File: src/rtl/serial_adder_pkg.sv
// Shared types and constants for the bit-serial adder.
package serial_adder_pkg;

    localparam int DEFAULT_WIDTH = 8;

    typedef enum logic [1:0] {
        IDLE = 2'b00,
        RUN  = 2'b01,
        DONE = 2'b10
    } state_e;

endpackage

File: src/rtl/serial_adder_if.sv
// Operand/result handshake bundle between an operand source and serial_adder.
interface serial_adder_if
    import serial_adder_pkg::*;
#(
    parameter int WIDTH = DEFAULT_WIDTH
);
    logic             start;
    logic [WIDTH-1:0] a;
    logic [WIDTH-1:0] b;
    logic             cin;
    logic             busy;
    logic             done;
    logic [WIDTH-1:0] sum;
    logic             cout;

    modport master (output start, a, b, cin, input busy, done, sum, cout);
    modport slave  (input start, a, b, cin, output busy, done, sum, cout);
endinterface

File: src/rtl/serial_adder_full_adder.sv
// Single-bit combinational full adder cell.
module full_adder (
    input  logic A,
    input  logic B,
    input  logic Cin,
    output logic Sum,
    output logic Cout
);
    assign Sum  = A ^ B ^ Cin;
    assign Cout = (A & B) | (A & Cin) | (B & Cin);
endmodule

File: src/rtl/serial_adder.sv
// Bit-serial adder: one full_adder cell plus a carry flop, LSB first,
// WIDTH+1 cycles per result with a start/busy/done handshake.
module serial_adder
    import serial_adder_pkg::*;
#(
    parameter int WIDTH = DEFAULT_WIDTH
) (
    input  logic          clk,
    input  logic          rst_n,
    serial_adder_if.slave bus
);
    localparam int            CW       = (WIDTH > 1) ? $clog2(WIDTH) : 1;
    localparam logic [CW-1:0] CNT_LAST = CW'(WIDTH - 1);
    localparam logic [CW-1:0] CNT_ONE  = CW'(1);

    state_e           state_r, state_nx_s;
    logic [WIDTH-1:0] a_sh_r, a_sh_nx_s;
    logic [WIDTH-1:0] b_sh_r, b_sh_nx_s;
    logic [WIDTH-1:0] acc_r, acc_nx_s;
    logic [WIDTH-1:0] sum_r, sum_nx_s;
    logic             carry_r, carry_nx_s;
    logic             cout_r, cout_nx_s;
    logic [CW-1:0]    cnt_r, cnt_nx_s;
    logic             busy_r, done_r;
    logic             fa_sum_s, fa_cout_s;

    full_adder u_fa (
        .A    (a_sh_r[0]),
        .B    (b_sh_r[0]),
        .Cin  (carry_r),
        .Sum  (fa_sum_s),
        .Cout (fa_cout_s)
    );

    // Next-state and next datapath values; sum/cout only move on the completing edge
    always_comb begin
        state_nx_s = state_r;
        a_sh_nx_s  = a_sh_r;
        b_sh_nx_s  = b_sh_r;
        acc_nx_s   = acc_r;
        carry_nx_s = carry_r;
        cnt_nx_s   = cnt_r;
        sum_nx_s   = sum_r;
        cout_nx_s  = cout_r;
        case (state_r)
            IDLE, DONE: begin
                if (bus.start) begin
                    state_nx_s = RUN;
                    a_sh_nx_s  = bus.a;
                    b_sh_nx_s  = bus.b;
                    carry_nx_s = bus.cin;
                    acc_nx_s   = {WIDTH{1'b0}};
                    cnt_nx_s   = {CW{1'b0}};
                end else begin
                    state_nx_s = IDLE;
                end
            end
            RUN: begin
                a_sh_nx_s  = {1'b0, a_sh_r[WIDTH-1:1]};
                b_sh_nx_s  = {1'b0, b_sh_r[WIDTH-1:1]};
                acc_nx_s   = WIDTH'({fa_sum_s, acc_r} >> 1'b1);
                carry_nx_s = fa_cout_s;
                cnt_nx_s   = cnt_r + CNT_ONE;
                if (cnt_r == CNT_LAST) begin
                    sum_nx_s   = acc_nx_s;
                    cout_nx_s  = fa_cout_s;
                    state_nx_s = DONE;
                end else begin
                    state_nx_s = RUN;
                end
            end
            default: begin
                state_nx_s = IDLE;
            end
        endcase
    end

    // State register
    always_ff @(posedge clk) begin
        if (!rst_n) begin
            state_r <= IDLE;
        end else begin
            state_r <= state_nx_s;
        end
    end

    // Datapath registers; busy/done are registered from the next state
    always_ff @(posedge clk) begin
        if (!rst_n) begin
            a_sh_r  <= {WIDTH{1'b0}};
            b_sh_r  <= {WIDTH{1'b0}};
            acc_r   <= {WIDTH{1'b0}};
            sum_r   <= {WIDTH{1'b0}};
            carry_r <= 1'b0;
            cout_r  <= 1'b0;
            cnt_r   <= {CW{1'b0}};
            busy_r  <= 1'b0;
            done_r  <= 1'b0;
        end else begin
            a_sh_r  <= a_sh_nx_s;
            b_sh_r  <= b_sh_nx_s;
            acc_r   <= acc_nx_s;
            sum_r   <= sum_nx_s;
            carry_r <= carry_nx_s;
            cout_r  <= cout_nx_s;
            cnt_r   <= cnt_nx_s;
            busy_r  <= (state_nx_s == RUN);
            done_r  <= (state_nx_s == DONE);
        end
    end

    assign bus.busy = busy_r;
    assign bus.done = done_r;
    assign bus.sum  = sum_r;
    assign bus.cout = cout_r;

endmodule

File: src/flat_wrapper.sv
// flat-port wrapper written by rule: the top's interface ports become plain ports
module serial_adder_flat import serial_adder_pkg::*;
#(
    parameter int WIDTH = DEFAULT_WIDTH
)
  (clk, rst_n, bus_start, bus_a, bus_b, bus_cin, bus_busy, bus_done, bus_sum, bus_cout);
  serial_adder_if #(.WIDTH(WIDTH)) bus_i ();
  input  logic clk;
  input  logic rst_n;
  input wire logic [$bits(bus_i.start)-1:0] bus_start;
  input wire logic [$bits(bus_i.a)-1:0] bus_a;
  input wire logic [$bits(bus_i.b)-1:0] bus_b;
  input wire logic [$bits(bus_i.cin)-1:0] bus_cin;
  output wire logic [$bits(bus_i.busy)-1:0] bus_busy;
  output wire logic [$bits(bus_i.done)-1:0] bus_done;
  output wire logic [$bits(bus_i.sum)-1:0] bus_sum;
  output wire logic [$bits(bus_i.cout)-1:0] bus_cout;
  assign bus_i.start = bus_start;
  assign bus_i.a = bus_a;
  assign bus_i.b = bus_b;
  assign bus_i.cin = bus_cin;
  assign bus_busy = bus_i.busy;
  assign bus_done = bus_i.done;
  assign bus_sum = bus_i.sum;
  assign bus_cout = bus_i.cout;
  serial_adder #(.WIDTH(WIDTH)) u_core (.clk(clk), .rst_n(rst_n), .bus(bus_i));
endmodule
File: config.mk
export PLATFORM = sky130hd
export DESIGN_NAME = serial_adder_flat
export DESIGN_NICKNAME = d
export VERILOG_FILES = /design/src/rtl/serial_adder_pkg.sv /design/src/rtl/serial_adder_if.sv /design/src/rtl/serial_adder_full_adder.sv /design/src/rtl/serial_adder.sv /design/src/flat_wrapper.sv
export SDC_FILE = /design/constraint.sdc
export NUM_CORES = 1
export LEC_CHECK = 0
export ABC_AREA = 1
export CORE_MARGIN = 3
export CORE_UTILIZATION = 52
export DETAILED_ROUTE_END_ITERATION = 7
export GPL_TIMING_DRIVEN = 0
export PLACE_DENSITY = 0.78
export SLEW_MARGIN = 10
export SYNTH_ARGS = -nofsm -noshare
export SYNTH_HDL_FRONTEND = slang
export SYNTH_SLANG_ARGS = --single-unit
File: constraint.sdc
create_clock -name clk -period 1.4 [get_ports clk]
set_input_delay 0.35 -clock clk [delete_from_list [all_inputs] [get_ports clk]]
set_output_delay 0.35 -clock clk [all_outputs]
set_load 0.01 [all_outputs]
==> summary.txt, run 1 <==
Run status
  – Status: complete, no violations

Synthesis
  – Top-area cell type share of the netlist area: 42.8%
  – Mean post-synth cell area: 7.30 sq um
  – Cell with the most instances after synthesis: nand2_1
  – Post-Synth XOR/XNOR Area: 0%
  – Synthesized instance count: 256
  – Post-synthesis sequential area ratio: 42.8%
  – Adder-cell share of the synthesized area: 2.41%
  – Yosys reg bits: 40
  – Synth top cells by count: nand2_1, nand3_1, dfxtp_1
  – Post-synth EDFFs: 0
  – Async S/R FF share, synth: 0%
  – Count of cell types in the netlist: 21
  – Main combinational cell family by area after synthesis: simple AND/OR/NAND/NOR gates
  – Largest cells by area after synthesis: dfxtp_1, nand3_1, nand2_1
  – Post-synth top flop: dfxtp_1
  – Post-synthesis mux area share: 0%
  – Synth area leader: dfxtp_1
  – Warnings from Yosys: 0
  – Syn_nets: 279
  – Synth Area in Simple Gates: 35.2%
  – Cell Area, Synth: 1870 sq um
  – Post-synthesis compound-gate area fraction: 5.56%

Setup path
  – Highest-delay cell along the critical path: dfxtp_1
  – Req. time, crit path: 1.05 ns
  – Crit-path max FO: 2
  – Crit-path leading delay family: flip-flops
  – Sum of buffers and inverters on the critical path: 1
  – Stages on worst setup path: 1
  – Crit path capture type: output pin
  – CP arrival: 0.96 ns
  – Critical Path Source Type: register
  – Slowest stage delay, CP: 0.36 ns
  – R2R depth: 6
  – Register-to-register setup slack: 0.16 ns
  – Cell Chain, Critical Path: dlygate4sd2_1
  – Kind of critical path: reg -> out

Timing
  – Setup violators final: 0
  – Period Utilization, post-route: 93.6%
  – Fin. max-slew vios: 0
  – Fmax: 763 MHz
  – Least-Margin Pin Slew: 0.247 ns
  – Max-slew headroom: 83.6%
  – Tmin final: 1.31 ns
  – Post-route setup TNS: 0 ns
  – RSZ-0062 raised after global routing: false
  – Final setup skew: 0.00899 ns
  – Hold Fails Final Rpt: 0

Route
  – Post-route DRC: 0
  – Routed wire length: 3910 microns
  – 1st-iter DRT viols: 139
  – Antenna-violating nets left: 0
  – Via density: 4.92
  – DRT Pass-1 Iters: 4
  – Vias: 1664
  – Per-cell routed wire length: 11.6 microns

Finish
  – Final Cell Area: 2310 sq um
  – # diodes: 0
  – Area growth, synth to finish: 23.4%
  – Layout Nets: 315
  – Final non-filler cell total: 338
  – Layout cells sized above 1: 14.0%

Pwr
  – Leakage power: 1.12 nW
  – Pwr dens: 1110 nW/um^2
  – Peak VDD IR: 0.703 mV

Clock tree
  – TritonCTS Sinks: 40
  – H-tree depth: 2
  – Max Root-Sink Buffers: 2
  – Post-CTS setup buffers: 0
  – Root Driver: clkbuf_4
  – Clock Latency Late Sink: 0.34 ns
  – Worst-path clk slew: 0.12 ns
  – Clock buffer count from CTS: 5
  – CTS tree: done

Global route
  – Number of global-route vias before repair: 1527
  – Largest net degree at the start of global routing: 13
  – Antenna violations before repair: 0
  – Total GRT Usage: 19.7%
  – Total grt overflow: 0
  – First-pass GRT wire length: 6690 microns

Die
  – Core area: 3390 sq um
  – Die width: 66.0 microns
  – Total die area: 4350 sq um
  – Initial Util: 55.1%
  – I/O pin count: 31
  – Die height: 66.0 microns
  – Site Rows: 21

Min path
  – Hold crit path type: in -> reg
  – Hold path depth: 3

Placement
  – Detailed placement HPWL: 2730 microns
  – Global placement routability congestion: 0.777
  – Cells after DPL: 331
  – DP Area: 2220 sq um
  – Number of port buffers: 29

Job
  – Max_cap viols: 0
==> cell families (layout without fill, tap and decap cells) <==
| group | count (synthesis) | after routing |
|---|---|---|
| adder cells (fa/ha/maj) | 3 | 3 |
| AO/OA/AOI/OAI | 17 | 17 |
| AND/OR/NAND/NOR | 144 | 144 |
| flip-flops | 40 | 40 |
| buffers and inverters | 52 | 88 |
==> final timing paths <==
check	startpoint	end
max	u_core.bus.sum[7]	bus_sum[7]
min	rst_n	u_core.cnt_r[2]
max reg2reg	u_core.cnt_r[0]	u_core.bus.sum[3]
min reg2reg	u_core.bus.sum[0]	u_core.bus.sum[0]
==> cell usage in the layout, fill, tap and decap left out <==
master and count:
a21oi_1 11, a21oi_2 5, buf_2 6, buf_4 6
buf_6 3, buf_8 1, bufinv_16 2, clkbuf_4 5
clkdlybuf4s50_1 18, dfxtp_1 40, dlygate4sd2_1 11, fa_1 1
ha_1 1, ha_2 1, inv_1 33, inv_2 1
inv_4 2, nand2_1 54, nand2_2 8, nand3_1 48
nand3b_1 3, nor2_1 15, nor2_4 1, nor3_1 15
o21ai_0 1
==> flip-flops by register name (all words and copies together), names as in the netlist <==
signal / cells
u_core.a_sh_r: 8
u_core.bus.busy: 1
u_core.state_r: 2
u_core.cnt_r: 3
u_core.bus.done: 1
u_core.acc_r: 7
u_core.carry_r: 1
u_core.bus.cout: 1
u_core.bus.sum: 8
u_core.b_sh_r: 8
==> layer usage <==
layer  part of all wire (%)  up-vias  global-route usage [%]
met5                      0        -                       0
met4                    1.1        0                    6.60
met3                    3.9        6                    4.08
met2                     46       31                    29.9
met1                     49      747                    27.7
li1                       -      880                       -
==> power breakdown <==
part           total (W)  internal (W)  switching, W
logic           0.000426      0.000192      0.000234
registers        0.00123       0.00120     0.0000276
clock network   0.000916      0.000547      0.000369
total            0.00257       0.00194      0.000630
==> per-stage QoR <==
stage,util (%),setup WS [ns],power (W),hold slack (ns)
2_1_floorplan,-,0.173,0.00155,0.428
3_3_place_gp,65.4,-0.170,0.00167,0.447
3_5_place_dp,65.4,-0.180,0.00168,0.457
4_1_cts,67.9,0.0426,0.00259,0.348
5_1_grt,68.0,0.0153,0.00270,0.366
6_report,68.0,0.0897,0.00257,0.358
==> layout make-up <==
type                            instances  area, sq um
Buffer                                 16          124
Timing Repair Buffer                   29          277
Fill cell                             284         1080
Multi-Input combinational cell        164          810
Sequential cell                        40          801
Inverter                               36          140
Tap cell                               46         57.6
Clock buffer                            5         37.5
Clock inverter                          2         60.1
==> what timing repair did <==
| action | 4_1_cts | 5_1_grt |
|---|---|---|
| endpoints found under the setup margin | 18 | 8 |
| resized for setup | 12 | 2 |
| hold buffers | 0 | 0 |
Power figures use the tool's default switching activity.
==> inputs of run 2 (changes only) <==
PLACE_DENSITY = 0.79   (was 0.78)
SYNTH_HIERARCHICAL = 1   (was unset)
==> run 2 against run 1 <==
Against the previous run:
- total power shrank 11%
- sequential share of layout area grew 1.4 points
- fmax shrank 1.3%
- worst setup slack lost 0.017 ns
==> summary.txt, run 2 <==
Synthesis
  – Top-area cell type share of the netlist area: 44.0%
  – Warnings from Yosys: 6
  – Synthesized instance count: 255
  – Mean post-synth cell area: 7.14 sq um
  – Largest cells by area after synthesis: dfxtp_1, nand3_1, nand2_1
  – Cell Area, Synth: 1820 sq um
  – Count of cell types in the netlist: 20
  – Syn_nets: 278
  – Synth area leader: dfxtp_1
  – Async S/R FF share, synth: 0%
  – Post-synth EDFFs: 0
  – Post-synth top flop: dfxtp_1
  – Yosys reg bits: 40
  – Synth top cells by count: nand2_1, nand3_1, dfxtp_1
  – Post-synthesis sequential area ratio: 44.0%
  – Cell with the most instances after synthesis: nand2_1

Timing
  – Fin. max-slew vios: 0
  – Final setup skew: 0.00964 ns
  – Hold Fails Final Rpt: 0
  – Fmax: 754 MHz
  – Setup violators final: 0
  – Post-route setup TNS: 0 ns
  – Least-Margin Pin Slew: 0.478 ns
  – Tmin final: 1.33 ns
  – Max-slew headroom: 68.2%
  – Period Utilization, post-route: 94.8%
  – RSZ-0062 raised after global routing: false
  – Final WS setup: 0.0731 ns

Clock tree
  – CTS tree: done
  – # hold bufs at CTS: 0
  – Post_cts resized: 11
  – Max Root-Sink Buffers: 2
  – H-tree depth: 2
  – Clock Latency Late Sink: 0.34 ns
  – Worst-path clk slew: 0.11 ns
  – Post-CTS setup buffers: 0
  – Root Driver: clkbuf_4
  – Clock buffer count from CTS: 5
  – TritonCTS Sinks: 40

Setup path
  – Crit-path leading delay family: flip-flops
  – Kind of critical path: reg -> out
  – R2R depth: 6
  – Worst R2R End: u_core/bus.sum[7]
  – Worst setup endpoint: bus_sum[0]
  – Highest-delay cell along the critical path: dfxtp_1
  – Stages on worst setup path: 1
  – Register-to-register setup slack: 0.14 ns
  – Crit-path max FO: 2
  – Sum of buffers and inverters on the critical path: 1
  – Cell Chain, Critical Path: dlygate4sd2_1
  – Slowest stage delay, CP: 0.36 ns
  – Setup crit start: u_core/bus.sum[0]
  – R2r startpoint: u_core/cnt_r[0]
  – Crit path capture type: output pin
  – Req. time, crit path: 1.05 ns
  – Critical Path Source Type: register
  – CP arrival: 0.98 ns

Route
  – 1st-iter DRT viols: 124
  – Via density: 5.02
  – Antenna-violating nets left: 0
  – Per-cell routed wire length: 12.0 microns
  – Post-route DRC: 0
  – DRT Pass-1 Iters: 4
  – Routed wire length: 4010 microns
  – Vias: 1683

Pwr
  – Pwr dens: 1020 nW/um^2
  – Leakage power: 1.10 nW
  – Peak VDD IR: 0.569 mV
  – Final Power: 0.00227 W

Die
  – Core area: 3200 sq um
  – I/O pin count: 31
  – Site Rows: 20
  – Total die area: 4250 sq um
  – Initial Util: 56.8%
  – Die width: 65.2 microns
  – Die height: 65.2 microns

Placement
  – Global placement routability congestion: 0.813
  – Detailed placement HPWL: 2800 microns
  – Number of port buffers: 29
  – Place WS: -0.139 ns

Job
  – Max_cap viols: 0

Finish
  – Register area: 801 sq um
  – # diodes: 0
  – Layout Nets: 314
  – Fillers: 310
  – Area growth, synth to finish: 21.9%
  – Layout cells sized above 1: 9.28%
  – Most common cell after layout, fill and taps aside: nand2_1
  – Commonest non-fill, non-tap cells in the layout: nand2_1, nand3_1, dfxtp_1
  – Footprint of the multi-input gates: 777 sq um

Global route
  – First-pass GRT wire length: 6740 microns
  – Total GRT Usage: 20.4%
  – Largest net degree at the start of global routing: 12
  – Total grt overflow: 0
  – Antenna violations before repair: 0
  – Number of global-route vias before repair: 1483

Min path
  – Hold crit path type: in -> reg

Run status
  – Status: complete, no violations
==> run 2: stage by stage <==
| stage | cells | instance area [sq um] | util, % | hold slack [ns] |
|---|---|---|---|---|
| after global routing | 335 | 2220 | 69.3 | 0.347 |
| final | 335 | 2220 | 69.3 | 0.340 |
| after CTS | 335 | 2220 | 69.2 | 0.334 |
| after detailed placement | 328 | 2170 | 67.6 | 0.456 |
| after floorplan | 255 | 1820 | - | 0.428 |
| after global placement | 328 | 2170 | 67.6 | 0.454 |
==> run 2: report_power, final <==
part	internal, W	leakage [nW]	total, W	switching [W]
Clock	0.000285	0.0374	0.000635	0.000350
Combinational	0.000183	0.738	0.000413	0.000230
Sequential	0.00120	0.327	0.00123	0.0000258
==> run 2: worst reg2reg max path, stage by stage (launching register included) <==
cell and delay [ns]:
dfxtp_1 0.37, ha_1 0.16, ha_1 0.25, nand3_1 0.18, inv_4 0.14, nand2_1 0.08
nand2_1 0.05
==> run 2: worst min-delay path by stage <==
| stage | startpoint | endpoint | slack [ns] | cells past startpoint |
|---|---|---|---|---|
| finish | rst_n | u_core/acc_r[1] | 0.34 | 3 |
| global route | rst_n | u_core/acc_r[1] | 0.35 | 3 |
| CTS | rst_n | u_core/acc_r[1] | 0.33 | 3 |
| detailed placement | u_core/acc_r[5] | u_core/bus.sum[4] | 0.46 | 2 |
| global placement | u_core/acc_r[3] | u_core/bus.sum[2] | 0.45 | 2 |
| floorplan | u_core/cnt_r[0] | u_core/cnt_r[0] | 0.43 | 1 |
==> run 2: layout make-up <==
class                   instances  share of cell area, %
plain buffers                  15                   4.96
clock buffers                   7                   2.93
inverters                      35                   6.03
multi-input cells             165                   35.0
flip-flops and latches         40                   36.1
well taps                      44                   2.48
repair buffers                 29                   12.5
==> run 2: logic make-up after synthesis <==
logic type,after synthesis,synth area share (%)
compound gates,16,4.40
fa+ha+maj,3,2.47
buf+inv,50,13.3
flops,40,44.0
simple gates,146,35.8
==> run 2: routing by layer <==
layer | global-route usage [%] | wire, microns | part of all wire, % | up-vias
met5 | 0 | 0 | 0 | -
met4 | 6.22 | 19 | 0.47 | 0
met3 | 6.32 | 259 | 6.5 | 2
met2 | 32.4 | 1870 | 47 | 50
met1 | 26.6 | 1860 | 46 | 752
li1 | - | - | - | 879
==> inputs of run 3 (changes only) <==
clock period = 1.3 ns   (was 1.4 ns; I/O delays follow)
==> run 3 against run 2 <==
Against the previous run:
- register-to-register slack worse by 0.08 ns
- wire length up 1.2%
- global-route usage up 0.43 points
- critical path depth up 5
- flip-flop and latch count unchanged
- combinational power up 9.7%
- largest power group unchanged
- highest routed layer unchanged
==> summary.txt, run 3 (synthesis gave the netlist of run 2 again) <==
Finish
  – Area growth, synth to finish: 22.3%
  – # diodes: 0
  – Final core occ: 69.5%
  – Layout Nets: 316
  – Final Cell Area: 2230 sq um
  – Layout cells sized above 1: 13.3%
  – Commonest non-fill, non-tap cells in the layout: nand2_1, nand3_1, dfxtp_1
  – Most common cell after layout, fill and taps aside: nand2_1

Route
  – 1st-iter DRT viols: 175
  – Antenna-violating nets left: 0
  – Via density: 5.02
  – Post-route DRC: 0
  – Per-cell routed wire length: 12.0 microns
  – Vias: 1692
  – DRT Pass-1 Iters: 4
  – Routed wire length: 4060 microns

Placement
  – Number of port buffers: 29
  – DP Area: 2170 sq um
  – Detailed placement HPWL: 2800 microns
  – Global placement routability congestion: 0.813

Global route
  – Total GRT Usage: 20.9%
  – First-pass GRT wire length: 6870 microns
  – Antenna violations before repair: 0
  – Largest net degree at the start of global routing: 12
  – Number of global-route vias before repair: 1491
  – Total grt overflow: 0

Die
  – Initial Util: 56.8%
  – Site Rows: 20
  – Total die area: 4250 sq um
  – I/O pin count: 31
  – Die height: 65.2 microns
  – Die width: 65.2 microns
  – Core area: 3200 sq um

Timing
  – RSZ-0062 raised after global routing: true
  – Tmin final: 1.24 ns
  – Hold Fails Final Rpt: 0
  – Setup violators final: 0
  – Period Utilization, post-route: 95.7%
  – Fin. max-slew vios: 0
  – Max-slew headroom: 66.8%
  – Least-Margin Pin Slew: 0.498 ns
  – Fmax: 804 MHz
  – Final setup skew: 0.0102 ns

Clock tree
  – TritonCTS Sinks: 40
  – Clock buffer count from CTS: 5
  – Clock Latency Late Sink: 0.35 ns
  – H-tree depth: 2
  – Root Driver: clkbuf_4
  – Max Root-Sink Buffers: 2
  – # hold bufs at CTS: 0
  – CTS tree: done
  – Worst-path clk slew: 0.11 ns

Setup path
  – Critical Path Source Type: register
  – Crit-path max FO: 10
  – Kind of critical path: reg -> reg
  – Crit path capture type: register
  – Req. time, crit path: 1.54 ns
  – CP arrival: 1.48 ns

Pwr
  – Final Power: 0.00245 W
  – Pwr dens: 1100 nW/um^2
  – Pint: 0.00180 W
  – Sw power: 0.000651 W
  – Power share of the sequential group: 53.8%
  – Peak VDD IR: 0.609 mV
  – Sw Share: 26.6%
  – Leakage power: 1.09 nW
  – Comb power frac: 18.4%
  – Clock network power share: 27.7%

Run status
  – Status: complete, no violations

Min path
  – Hold crit path type: in -> reg

Job
  – Max_cap viols: 0
-- run 3: through the flow --
step / setup TNS (ns) / hold WS, ns / setup slack (ns) / instances
3_5_place_dp: -3.98 / 0.456 / -0.214 / 328
4_1_cts: 0 / 0.314 / 0.00285 / 336
3_3_place_gp: -3.60 / 0.454 / -0.200 / 328
5_1_grt: -0.0147 / 0.323 / -0.00960 / 337
6_report: 0 / 0.321 / 0.0555 / 337
2_1_floorplan: 0 / 0.428 / 0.134 / 255
-- run 3: power by group through the flow --
stage / Combinational, W / Sequential (W) / Clock [W]
2_1_floorplan: 0.000310 / 0.00134 / 0
3_3_place_gp: 0.000438 / 0.00135 / 0
3_5_place_dp: 0.000442 / 0.00135 / 0
4_1_cts: 0.000444 / 0.00132 / 0.000704
5_1_grt: 0.000507 / 0.00133 / 0.000762
6_report: 0.000453 / 0.00132 / 0.000680
-- run 3: what timing repair did --
item / 4_1_cts / 5_1_grt
setup endpoints to repair: 19 / 21
gates resized for setup: 16 / 19
pin swaps: 0 / 1
cloned: 1 / 0
buffers inserted: 0 / 1
-- run 3: worst max-delay path: stages (launching register included) --
cell,delay [ns]
dfxtp_1,0.31
buf_4,0.16
inv_2,0.08
nand2_2,0.13
buf_6,0.18
nor3_1,0.21
nor2_1,0.07
-- run 3: cell type report --
type / count / area, sq um
Multi-Input combinational cell: 165 / 800
Inverter: 35 / 133
Timing Repair Buffer: 30 / 258
Timing Repair inverter: 1 / 5.00
Buffer: 15 / 110
Clock buffer: 7 / 65.1
Sequential cell: 40 / 801
Fill cell: 304 / 977
Tap cell: 44 / 55.1
-- run 3: path summary, 6_finish.rpt --
check	startpoint	endpoint	slack, ns	cells past startpoint
min reg2reg	u_core/acc_r[6]	u_core/bus.sum[5]	0.47	2
max reg2reg	u_core/state_r[0]	u_core/b_sh_r[2]	0.06	6
max	u_core/state_r[0]	u_core/b_sh_r[2]	0.06	6
min	rst_n	u_core/acc_r[1]	0.32	3
-- run 3: layer usage --
| metal | vias to the layer above | track usage [%] | wire length [microns] |
|---|---|---|---|
| li1 | 886 | - | - |
| met1 | 749 | 27.8 | 1870 |
| met2 | 55 | 32.5 | 1870 |
| met3 | 2 | 6.32 | 299 |
| met4 | 0 | 6.22 | 19 |
| met5 | - | 0 | 0 |
